===== src/rtl/segp2s_ctrl.sv =====
// Serialises DIGITS 7-segment bytes (active-low, digit DIGITS-1 first, MSB first) onto a
// seg_clk/seg_dt display shift chain. Define SEGP2S_AUTO_REFRESH_EN for periodic self-refresh.
module segp2s_ctrl #(
   parameter int DIGITS      = 8,
   parameter int CLK_DIV     = 4,
   parameter int REFRESH_GAP = 1024
) (
   input  logic                  clk,
   input  logic                  rst,
   input  logic                  start,
   input  logic [4*DIGITS-1:0]   hex,
   input  logic [DIGITS-1:0]     dp,
   input  logic [DIGITS-1:0]     blank,
   output logic                  busy,
   output logic                  done,
   output logic                  seg_clk,
   output logic                  seg_dt,
   output logic                  seg_en,
   output logic                  seg_clr,
   output logic [1:0]            dbg_state
);

   localparam int FW    = DIGITS * 8;
   localparam int BIT_W = (FW > 1) ? $clog2(FW) : 1;
   localparam int DIV_W = (CLK_DIV > 1) ? $clog2(CLK_DIV) : 1;
   localparam logic [BIT_W-1:0] BIT_LAST = BIT_W'(FW - 1);
   localparam logic [DIV_W-1:0] DIV_LAST = DIV_W'(CLK_DIV - 1);

   if (DIGITS < 1 || DIGITS > 16) begin : g_bad_digits
      $error("segp2s_ctrl: DIGITS must be 1..16");
   end
   if (CLK_DIV < 1) begin : g_bad_div
      $error("segp2s_ctrl: CLK_DIV must be >= 1");
   end
   if (REFRESH_GAP < 1) begin : g_bad_gap
      $error("segp2s_ctrl: REFRESH_GAP must be >= 1");
   end

   typedef enum logic [1:0] {
      IDLE  = 2'd0,
      SHIFT = 2'd1,
      DONE  = 2'd2
   } state_t;

   state_t            state_q, state_d;
   logic [FW-1:0]     sr_q, sr_d;
   logic [BIT_W-1:0]  bit_q, bit_d;
   logic [DIV_W-1:0]  div_q, div_d;
   logic              hi_q, hi_d;
   logic              seg_clk_q, seg_clk_d;
   logic              seg_dt_q, seg_dt_d;
   logic              en_q;
   logic [FW-1:0]     frame;
   logic              go;
   logic              auto_go;

   // Byte layout {dp,g,f,e,d,c,b,a}, 0 = lit.
   function automatic logic [7:0] encode(input logic [3:0] h, input logic d, input logic b);
      logic [6:0] s;
      case (h)
         4'h0:    s = 7'h40;
         4'h1:    s = 7'h79;
         4'h2:    s = 7'h24;
         4'h3:    s = 7'h30;
         4'h4:    s = 7'h19;
         4'h5:    s = 7'h12;
         4'h6:    s = 7'h02;
         4'h7:    s = 7'h78;
         4'h8:    s = 7'h00;
         4'h9:    s = 7'h10;
         4'hA:    s = 7'h08;
         4'hB:    s = 7'h03;
         4'hC:    s = 7'h46;
         4'hD:    s = 7'h21;
         4'hE:    s = 7'h06;
         default: s = 7'h0E;
      endcase
      if (b) encode = 8'hFF;
      else   encode = {~d, s};
   endfunction

   always_comb begin
      frame = '0;
      for (int i = 0; i < DIGITS; i++) begin
         frame[8*i +: 8] = encode(hex[4*i +: 4], dp[i], blank[i]);
      end
   end

`ifdef SEGP2S_AUTO_REFRESH_EN
   localparam int GAP_W = (REFRESH_GAP > 1) ? $clog2(REFRESH_GAP) : 1;
   localparam logic [GAP_W-1:0] GAP_LAST = GAP_W'(REFRESH_GAP - 1);

   logic [GAP_W-1:0] gap_q, gap_d;

   // gap_q counts IDLE cycles already spent; the REFRESH_GAP-th one self-starts.
   assign auto_go = (state_q == IDLE) && (gap_q == GAP_LAST);

   always_comb begin
      gap_d = '0;
      if (state_q == IDLE && !go) gap_d = gap_q + 1'b1;
   end

   always_ff @(posedge clk) begin
      if (rst) gap_q <= '0;
      else     gap_q <= gap_d;
   end
`else
   assign auto_go = 1'b0;
`endif

   assign go = (state_q == IDLE) && (start || auto_go);

   always_comb begin
      state_d   = state_q;
      sr_d      = sr_q;
      bit_d     = bit_q;
      div_d     = div_q;
      hi_d      = hi_q;
      seg_clk_d = seg_clk_q;
      seg_dt_d  = seg_dt_q;
      case (state_q)
         IDLE: begin
            if (go) begin
               sr_d      = frame << 1;
               seg_dt_d  = frame[FW-1];
               seg_clk_d = 1'b0;
               bit_d     = '0;
               div_d     = '0;
               hi_d      = 1'b0;
               state_d   = SHIFT;
            end
         end
         SHIFT: begin
            if (div_q == DIV_LAST) begin
               div_d = '0;
               if (!hi_q) begin
                  hi_d      = 1'b1;
                  seg_clk_d = 1'b1;
               end else if (bit_q == BIT_LAST) begin
                  hi_d    = 1'b0;
                  bit_d   = '0;
                  state_d = DONE;
               end else begin
                  // New bit goes out on the falling edge so it is stable for the next rise.
                  hi_d      = 1'b0;
                  seg_clk_d = 1'b0;
                  bit_d     = bit_q + 1'b1;
                  seg_dt_d  = sr_q[FW-1];
                  sr_d      = sr_q << 1;
               end
            end else begin
               div_d = div_q + 1'b1;
            end
         end
         DONE:    state_d = IDLE;
         default: state_d = IDLE;
      endcase
   end

   always_ff @(posedge clk) begin
      if (rst) begin
         state_q   <= IDLE;
         sr_q      <= '0;
         bit_q     <= '0;
         div_q     <= '0;
         hi_q      <= 1'b0;
         seg_clk_q <= 1'b1;
         seg_dt_q  <= 1'b0;
         en_q      <= 1'b0;
      end else begin
         state_q   <= state_d;
         sr_q      <= sr_d;
         bit_q     <= bit_d;
         div_q     <= div_d;
         hi_q      <= hi_d;
         seg_clk_q <= seg_clk_d;
         seg_dt_q  <= seg_dt_d;
         en_q      <= 1'b1;
      end
   end

   assign busy      = (state_q == SHIFT);
   assign done      = (state_q == DONE);
   assign seg_clk   = seg_clk_q;
   assign seg_dt    = seg_dt_q;
   assign seg_en    = en_q;
   assign seg_clr   = en_q;
   assign dbg_state = state_q;

endmodule


===== config.mk =====
export PLATFORM = sky130hd
export DESIGN_NAME = segp2s_ctrl
export DESIGN_NICKNAME = d
export VERILOG_FILES = /design/src/rtl/segp2s_ctrl.sv
export SDC_FILE = /design/constraint.sdc
export NUM_CORES = 1
export LEC_CHECK = 0
export ABC_CLOCK_PERIOD_IN_PS = 5900
export CORE_MARGIN = 4
export CORE_UTILIZATION = 35
export CTS_BUF_LIST = sky130_fd_sc_hd__clkbuf_16
export CTS_CLUSTER_SIZE = 8
export DETAILED_ROUTE_END_ITERATION = 6
export GPL_TIMING_DRIVEN = 0
export PLACE_DENSITY = 0.55
export SYNTH_ARGS = -nofsm -noshare
export SYNTH_HDL_FRONTEND = slang
export SYNTH_SLANG_ARGS = --single-unit

===== constraint.sdc =====
create_clock -name clk -period 5.9 [get_ports clk]
set_input_delay 1.77 -clock clk [delete_from_list [all_inputs] [get_ports clk]]
set_output_delay 1.77 -clock clk [all_outputs]
set_load 0.005 [all_outputs]

### After elaboration in Yosys (flattened, before gate mapping)

Memories as Yosys holds them, arrays and structs flattened.
Index checks and enable logic that the tools add are counted.
W data, S select, Z words.

* word-level logic and storage cells: 85
* bits in read-only memories: 896
* memories kept: 8
* bits of input ports: 51
* flip-flop bits (word level): 78

* $add $sub $neg: 2
* bitwise logic cells: 8
* reductions and logical operators: 9
* equality and inequality tests: 10
* muxes and demuxes: 40

Memory list
* (name not given): words 16, width 7, rd ports 1, clocked after memory_dff 0, wr ports 0, line 60 `case (h)`
* (name not given): words 16, width 7, rd ports 1, clocked after memory_dff 0, wr ports 0, line 60
* (name not given): words 16, width 7, rd ports 1, clocked after memory_dff 0, wr ports 0, line 60
* (name not given): words 16, width 7, rd ports 1, clocked after memory_dff 0, wr ports 0, line 60
* (name not given): words 16, width 7, rd ports 1, clocked after memory_dff 0, wr ports 0, line 60
* (name not given): words 16, width 7, rd ports 1, clocked after memory_dff 0, wr ports 0, line 60
* 2 more memories

Operator list (count)
* $mux W64: 4
* $pmux W64 S2: 1
* $mux W8: 8
* $mux W6: 4
* $mux W2: 6
* $pmux W6 S2: 1
* $reduce_and A4 Y1: 3
* $mux W1: 11
* $not A1 Y1: 8
* $pmux W2 S2: 2
* $add A6 B1 Y6 const B: 1
* $eq A6 B6 Y1 const B: 1
* $ne A2 B1 Y1 const B: 3
* $pmux W1 S2: 3
* $reduce_and A5 Y1: 1
* $eq A2 B2 Y1 const B: 2
* $ne A2 B2 Y1 const B: 2
* $ne A3 B3 Y1 const B: 1
* $reduce_and A3 Y1: 1
* $add A2 B1 Y2 const B: 1
* $eq A2 B1 Y1 const B: 1
* $logic_not A2 Y1: 1
* $reduce_and A2 Y1: 1
* $reduce_bool A2 Y1: 1
* $logic_and A1 B1 Y1: 1

### Longest topological paths before layout

Gate-level depths: netlist of the first run.

* word-level depth: 5
* depth in mapped cells: 7

### Worst setup path before layout of the first run

No wires, ideal clock.

* kind: in2reg
* from: in start
* to: reg sr_q[11]
* data arrival time: 2.971 ns
* path slack: 2.795 ns
* stages: 5
* cell sequence: nor3b_2 -> nor2_1 -> nor2_1 -> clkbuf_1 -> o22ai_1

* cells in the longest elaborated chain, start to end: 3

RTL lines
* start: declaration: line 10 `input logic start,`
* $logic_and A1 B1 Y1: line 111 `assign go = (state_q == IDLE) && (start || auto_go);`
* $ne A2 B2 Y1 (no line)
* $reduce_and A5 Y1 (no line)
* end signal: assignment: line 172 `sr_q <= sr_d;`
* end: declaration: line 46 `logic [FW-1:0] sr_q, sr_d;`

No other way between the ends.
A chain may end at the register's enable or synchronous reset.

### Worst setup path after layout of the first run

* from: in start
* to: reg sr_q[13]

Same word-level chain as after synthesis.

==> results by group, run 1 <==
Yosys
  – Post-synthesis sequential area ratio: 0.287
  – Synth Instances: 629
  – Mapped Nets: 738
  – Primary FF master, synth: dfxtp_1
  – Yosys reg bits: 77
  – Number of synthesis warnings: 0
  – Syn avg cell area: 8.53 sq um
  – Async SR Flop Fraction: 0
  – EDFF count, synth: 0
  – Synthesized area: 5370 sq um
  – Synth unique cells: 58

Clock network
  – CTS buffer count: 9
  – H-tree depth: 3
  – Clock latency at the later pin of the worst-skew pair: 0.34 ns
  – Hold Buf Count CTS: 0
  – Clock Sinks: 77
  – Worst-case clock buffer depth: 2
  – Setup bufs post-CTS: 0
  – Worst-path clk slew: 0.06 ns
  – Root cell of the clock tree: clkbuf_16
  – CTS tree: done
  – # resized after CTS: 0

Cells and area
  – Share of cells above drive strength 1: 0.0701
  – Non-filler instance count after layout: 887
  – Fin nets: 804
  – Antenna Cells: 0
  – Synthesis-to-layout area growth: 20.9%

Global route
  – Largest net degree at the start of global routing: 14
  – Vias in the first global route: 4970
  – Initial antenna violation count: 0
  – GR Overflow Total: 0
  – First-pass GRT wire length: 26.2 mm
  – Total track usage: 0.186

STA
  – Final max-slew violation count: 0
  – Worst-margin pin slew: 0.893 ns
  – Total negative slack: 0 ns
  – Final period util: 0.740
  – Tmin final: 4.37 ns
  – Rel. slew slack: 0.402
  – Clock Skews: 0.00702 ns
  – FMAX: 229 MHz
  – Final setup fails: 0
  – Final Hold Vio Count: 0
  – RSZ-0062 raised after global routing: false

Floorplan
  – Core area: 15100 sq um
  – Die ar.: 17400 sq um
  – Die Width: 132 um
  – Row count: 45
  – Die H: 132 um
  – I/O pins: 59
  – Initial core utilization: 0.356

Power and ir drop
  – LEAKAGE: 2.58 nW
  – VDD IR-drop max: 143 uV
  – Pwr per Cell Area: 236 nW/um^2
  – Total Power: 1.54 mW

Min path
  – Worst min path class: reg2reg

Worst setup path
  – Critical path class: in2reg
  – Reg-to-Reg Start: dbg_state[0]$_SDFFE_PP0P_
  – Most common cell on crit path: nor2_1
  – Crit Reg-Reg Endpoint: sr_q[13]$_SDFFE_PP0P_
  – Crit path arrival time: 4.55 ns
  – Worst Path Required: 6.08 ns
  – Buffers and inverters on the worst path: 2
  – Slowest library cell on the worst path: nor2_1
  – Crit path from: start
  – Stages on worst setup path: 6
  – Setup slack, reg-to-reg: 3.04 ns
  – Crit path max-delay family: simple AND/OR/NAND/NOR gates
  – Startpoint types: input pin
  – Critical path destination: sr_q[13]$_SDFFE_PP0P_
  – FF-to-FF path depth: 5
  – Worst path cell trace: clkdlybuf4s50_1 > nor3b_2 > nor2_1 > nor2_1 > clkbuf_1 > o22ai_1
  – Crit Path Max Fanout: 10
  – Setup crit end kind: flip-flop
  – CP max stage delay: 0.76 ns

Drt
  – Vias per cell: 5.68
  – Wirelength per Cell: 18.5 um
  – DRC viols: 0
  – Post-route ant nets: 0
  – Routed vias: 5042
  – Initial drt markers: 306
  – Final wirelength: 16.4 mm
  – First-pass DRT Iterations: 6

Run status
  – Outcome: complete, no violations

Placement
  – Number of port buffers: 55
  – DP Cell Count: 872
  – Gpl congestion: 0.839
  – Post-DP HPWL: 11.8 mm

Job
  – Max-cap viol count: 0
[flip-flops by register name (all words and copies together) (netlist names)]
| name | count |
|---|---|
| dbg_state | 2 |
| sr_q | 63 |
| seg_clr | 1 |
| seg_dt | 1 |
| bit_q | 6 |
| div_q | 2 |
| seg_clk | 1 |
| hi_q | 1 |
[routing by layer]
metal	global-route usage	vias to the layer above	share of wire
met5	0	-	0
met4	0.0432	0	0.013
met3	0.0363	18	0.049
met2	0.306	135	0.46
met1	0.252	2417	0.47
li1	-	2472	-
[final cells by class]
class                   instances  area (sq um)
well taps                     188           235
fillers                      1481          8600
repair buffers                 55           551
plain buffers                  46           201
multi-input cells             479          3520
clock buffers                   9           225
clock inverters                 6           113
inverters                      27           101
flip-flops and latches         77          1540
[Yosys cell counts (3+ instances only)]
library cell  count  area share
o2bb2ai_1        23       0.038
o32ai_1          21       0.034
clkbuf_1         28       0.020
a31oi_1           9       0.010
nor3_1           12       0.011
a21oi_1          29       0.027
a311oi_1          4      0.0065
buf_4             4      0.0056
a21boi_0          6      0.0084
o211ai_1          4      0.0056
o21ai_0          19       0.018
or2_2             7      0.0082
and3_1            5      0.0058
inv_1            26       0.018
nor2_1           52       0.036
nand2b_1         18       0.021
a32o_1            6       0.011
a22o_1           12       0.020
nand2_1          50       0.035
nor2b_1          13       0.015
buf_1             3      0.0021
nand3_1          15       0.014
ha_1             58        0.14
o22ai_1          27       0.031
mux2i_1          23       0.043
nor3b_1          12       0.017
a2111oi_0         3      0.0049
a2bb2oi_1         4      0.0065
a2111o_1          7       0.015
dfxtp_1          77        0.29
buf_2            11       0.010
mux4_2            5       0.021
[cell families (layout without fill, tap and decap cells)]
| kind of cell | Yosys count | in the layout | share of synthesized area |
|---|---|---|---|
| adders and majority gates | 58 | 58 | 0.135 |
| buffers and inverters | 73 | 143 | 0.0564 |
| and+or+nand+nor | 195 | 195 | 0.180 |
| DFF | 77 | 77 | 0.287 |
| AOI/OAI and AO/OA | 194 | 194 | 0.270 |
| xor gates and xnor gates | 2 | 2 | 0.00326 |
| muxes | 30 | 30 | 0.0681 |
[where the power goes]
part | internal [mW] | total, mW | switching, mW | leakage (nW)
Clock | 0.411 | 0.632 | 0.221 | 0.165
Combinational | 0.141 | 0.321 | 0.179 | 1.78
Sequential | 0.559 | 0.582 | 0.0233 | 0.633
[placed cells by master, fill, tap and decap left out, types with 5 or more instances in the layout]
cell type,count
mux4_2,5
buf_2,11
inv_1,26
nor2_1,52
and3_1,5
clkbuf_1,28
nand2b_1,18
a21oi_1,29
nand2_1,50
nand3_1,15
mux2i_1,23
a22o_1,12
ha_1,58
o22ai_1,27
nor3_1,12
or2_2,7
a2111o_1,7
clkdlybuf4s50_1,55
nor3b_1,12
nor2b_1,13
o21ai_0,19
o32ai_1,21
dfxtp_1,77
a21boi_0,6
o2bb2ai_1,23
a31oi_1,9
a32o_1,6
clkbuf_16,9
[worst min path at each step]
stage,startpoint,endpoint,cells past startpoint
6_report,sr_q[31]$_SDFFE_PP0P_,sr_q[31]$_SDFFE_PP0P_,1
5_1_grt,sr_q[41]$_SDFFE_PP0P_,sr_q[41]$_SDFFE_PP0P_,1
4_1_cts,sr_q[14]$_SDFFE_PP0P_,sr_q[14]$_SDFFE_PP0P_,1
3_5_place_dp,sr_q[31]$_SDFFE_PP0P_,sr_q[31]$_SDFFE_PP0P_,1
3_3_place_gp,sr_q[14]$_SDFFE_PP0P_,sr_q[14]$_SDFFE_PP0P_,1
2_1_floorplan,sr_q[61]$_SDFFE_PP0P_,sr_q[61]$_SDFFE_PP0P_,1
[through the flow]
stage	instance area [sq um]	hold WS, ns	util	setup WS (ns)
2_1_floorplan	5370	0.433	-	2.80
3_5_place_dp	6150	0.448	0.408	1.22
3_3_place_gp	6150	0.439	0.408	1.25
5_1_grt	6490	0.480	0.430	1.34
4_1_cts	6490	0.464	0.430	1.57
6_report	6490	0.463	0.430	1.53
Note: power is estimated with default switching activity, not from simulation.
==> inputs of run 2 (changes only) <==
--- a/config.mk
+++ b/config.mk
@@ -5,7 +5,7 @@
 export SDC_FILE = /design/constraint.sdc
 export NUM_CORES = 1
 export LEC_CHECK = 0
-export ABC_CLOCK_PERIOD_IN_PS = 5900
+export ABC_CLOCK_PERIOD_IN_PS = 4500
 export CORE_MARGIN = 4
 export CORE_UTILIZATION = 35
 export CTS_BUF_LIST = sky130_fd_sc_hd__clkbuf_16
==> constraint.sdc (replaced) <==
create_clock -name clk -period 4.5 [get_ports clk]
set_input_delay 1.35 -clock clk [delete_from_list [all_inputs] [get_ports clk]]
set_output_delay 1.35 -clock clk [all_outputs]
set_load 0.005 [all_outputs]
==> results of run 2 <==
The final DEF is identical to that of run 1. Status: complete, no violations.
Main changes from that run: setup slack after placement 1.22 ns -> 0.243 ns; setup slack after layout 1.53 ns -> 0.555 ns; register-to-register setup slack 3.04 ns -> 1.64 ns; total power 1.54 mW -> 2.01 mW; worst IR drop on VDD 143 uV -> 188 uV
==> inputs of run 3 (changes only) <==
--- a/config.mk
+++ b/config.mk
@@ -6,6 +6,7 @@
 export NUM_CORES = 1
 export LEC_CHECK = 0
 export ABC_CLOCK_PERIOD_IN_PS = 4500
+export CAP_MARGIN = 10
 export CORE_MARGIN = 4
 export CORE_UTILIZATION = 35
 export CTS_BUF_LIST = sky130_fd_sc_hd__clkbuf_16
==> results of run 3 <==
The final DEF is identical to that of run 1. Status: complete, no violations.
Main changes from that run: setup slack after placement 1.22 ns -> 0.243 ns; setup slack after layout 1.53 ns -> 0.555 ns; register-to-register setup slack 3.04 ns -> 1.64 ns; total power 1.54 mW -> 2.01 mW; worst IR drop on VDD 143 uV -> 188 uV
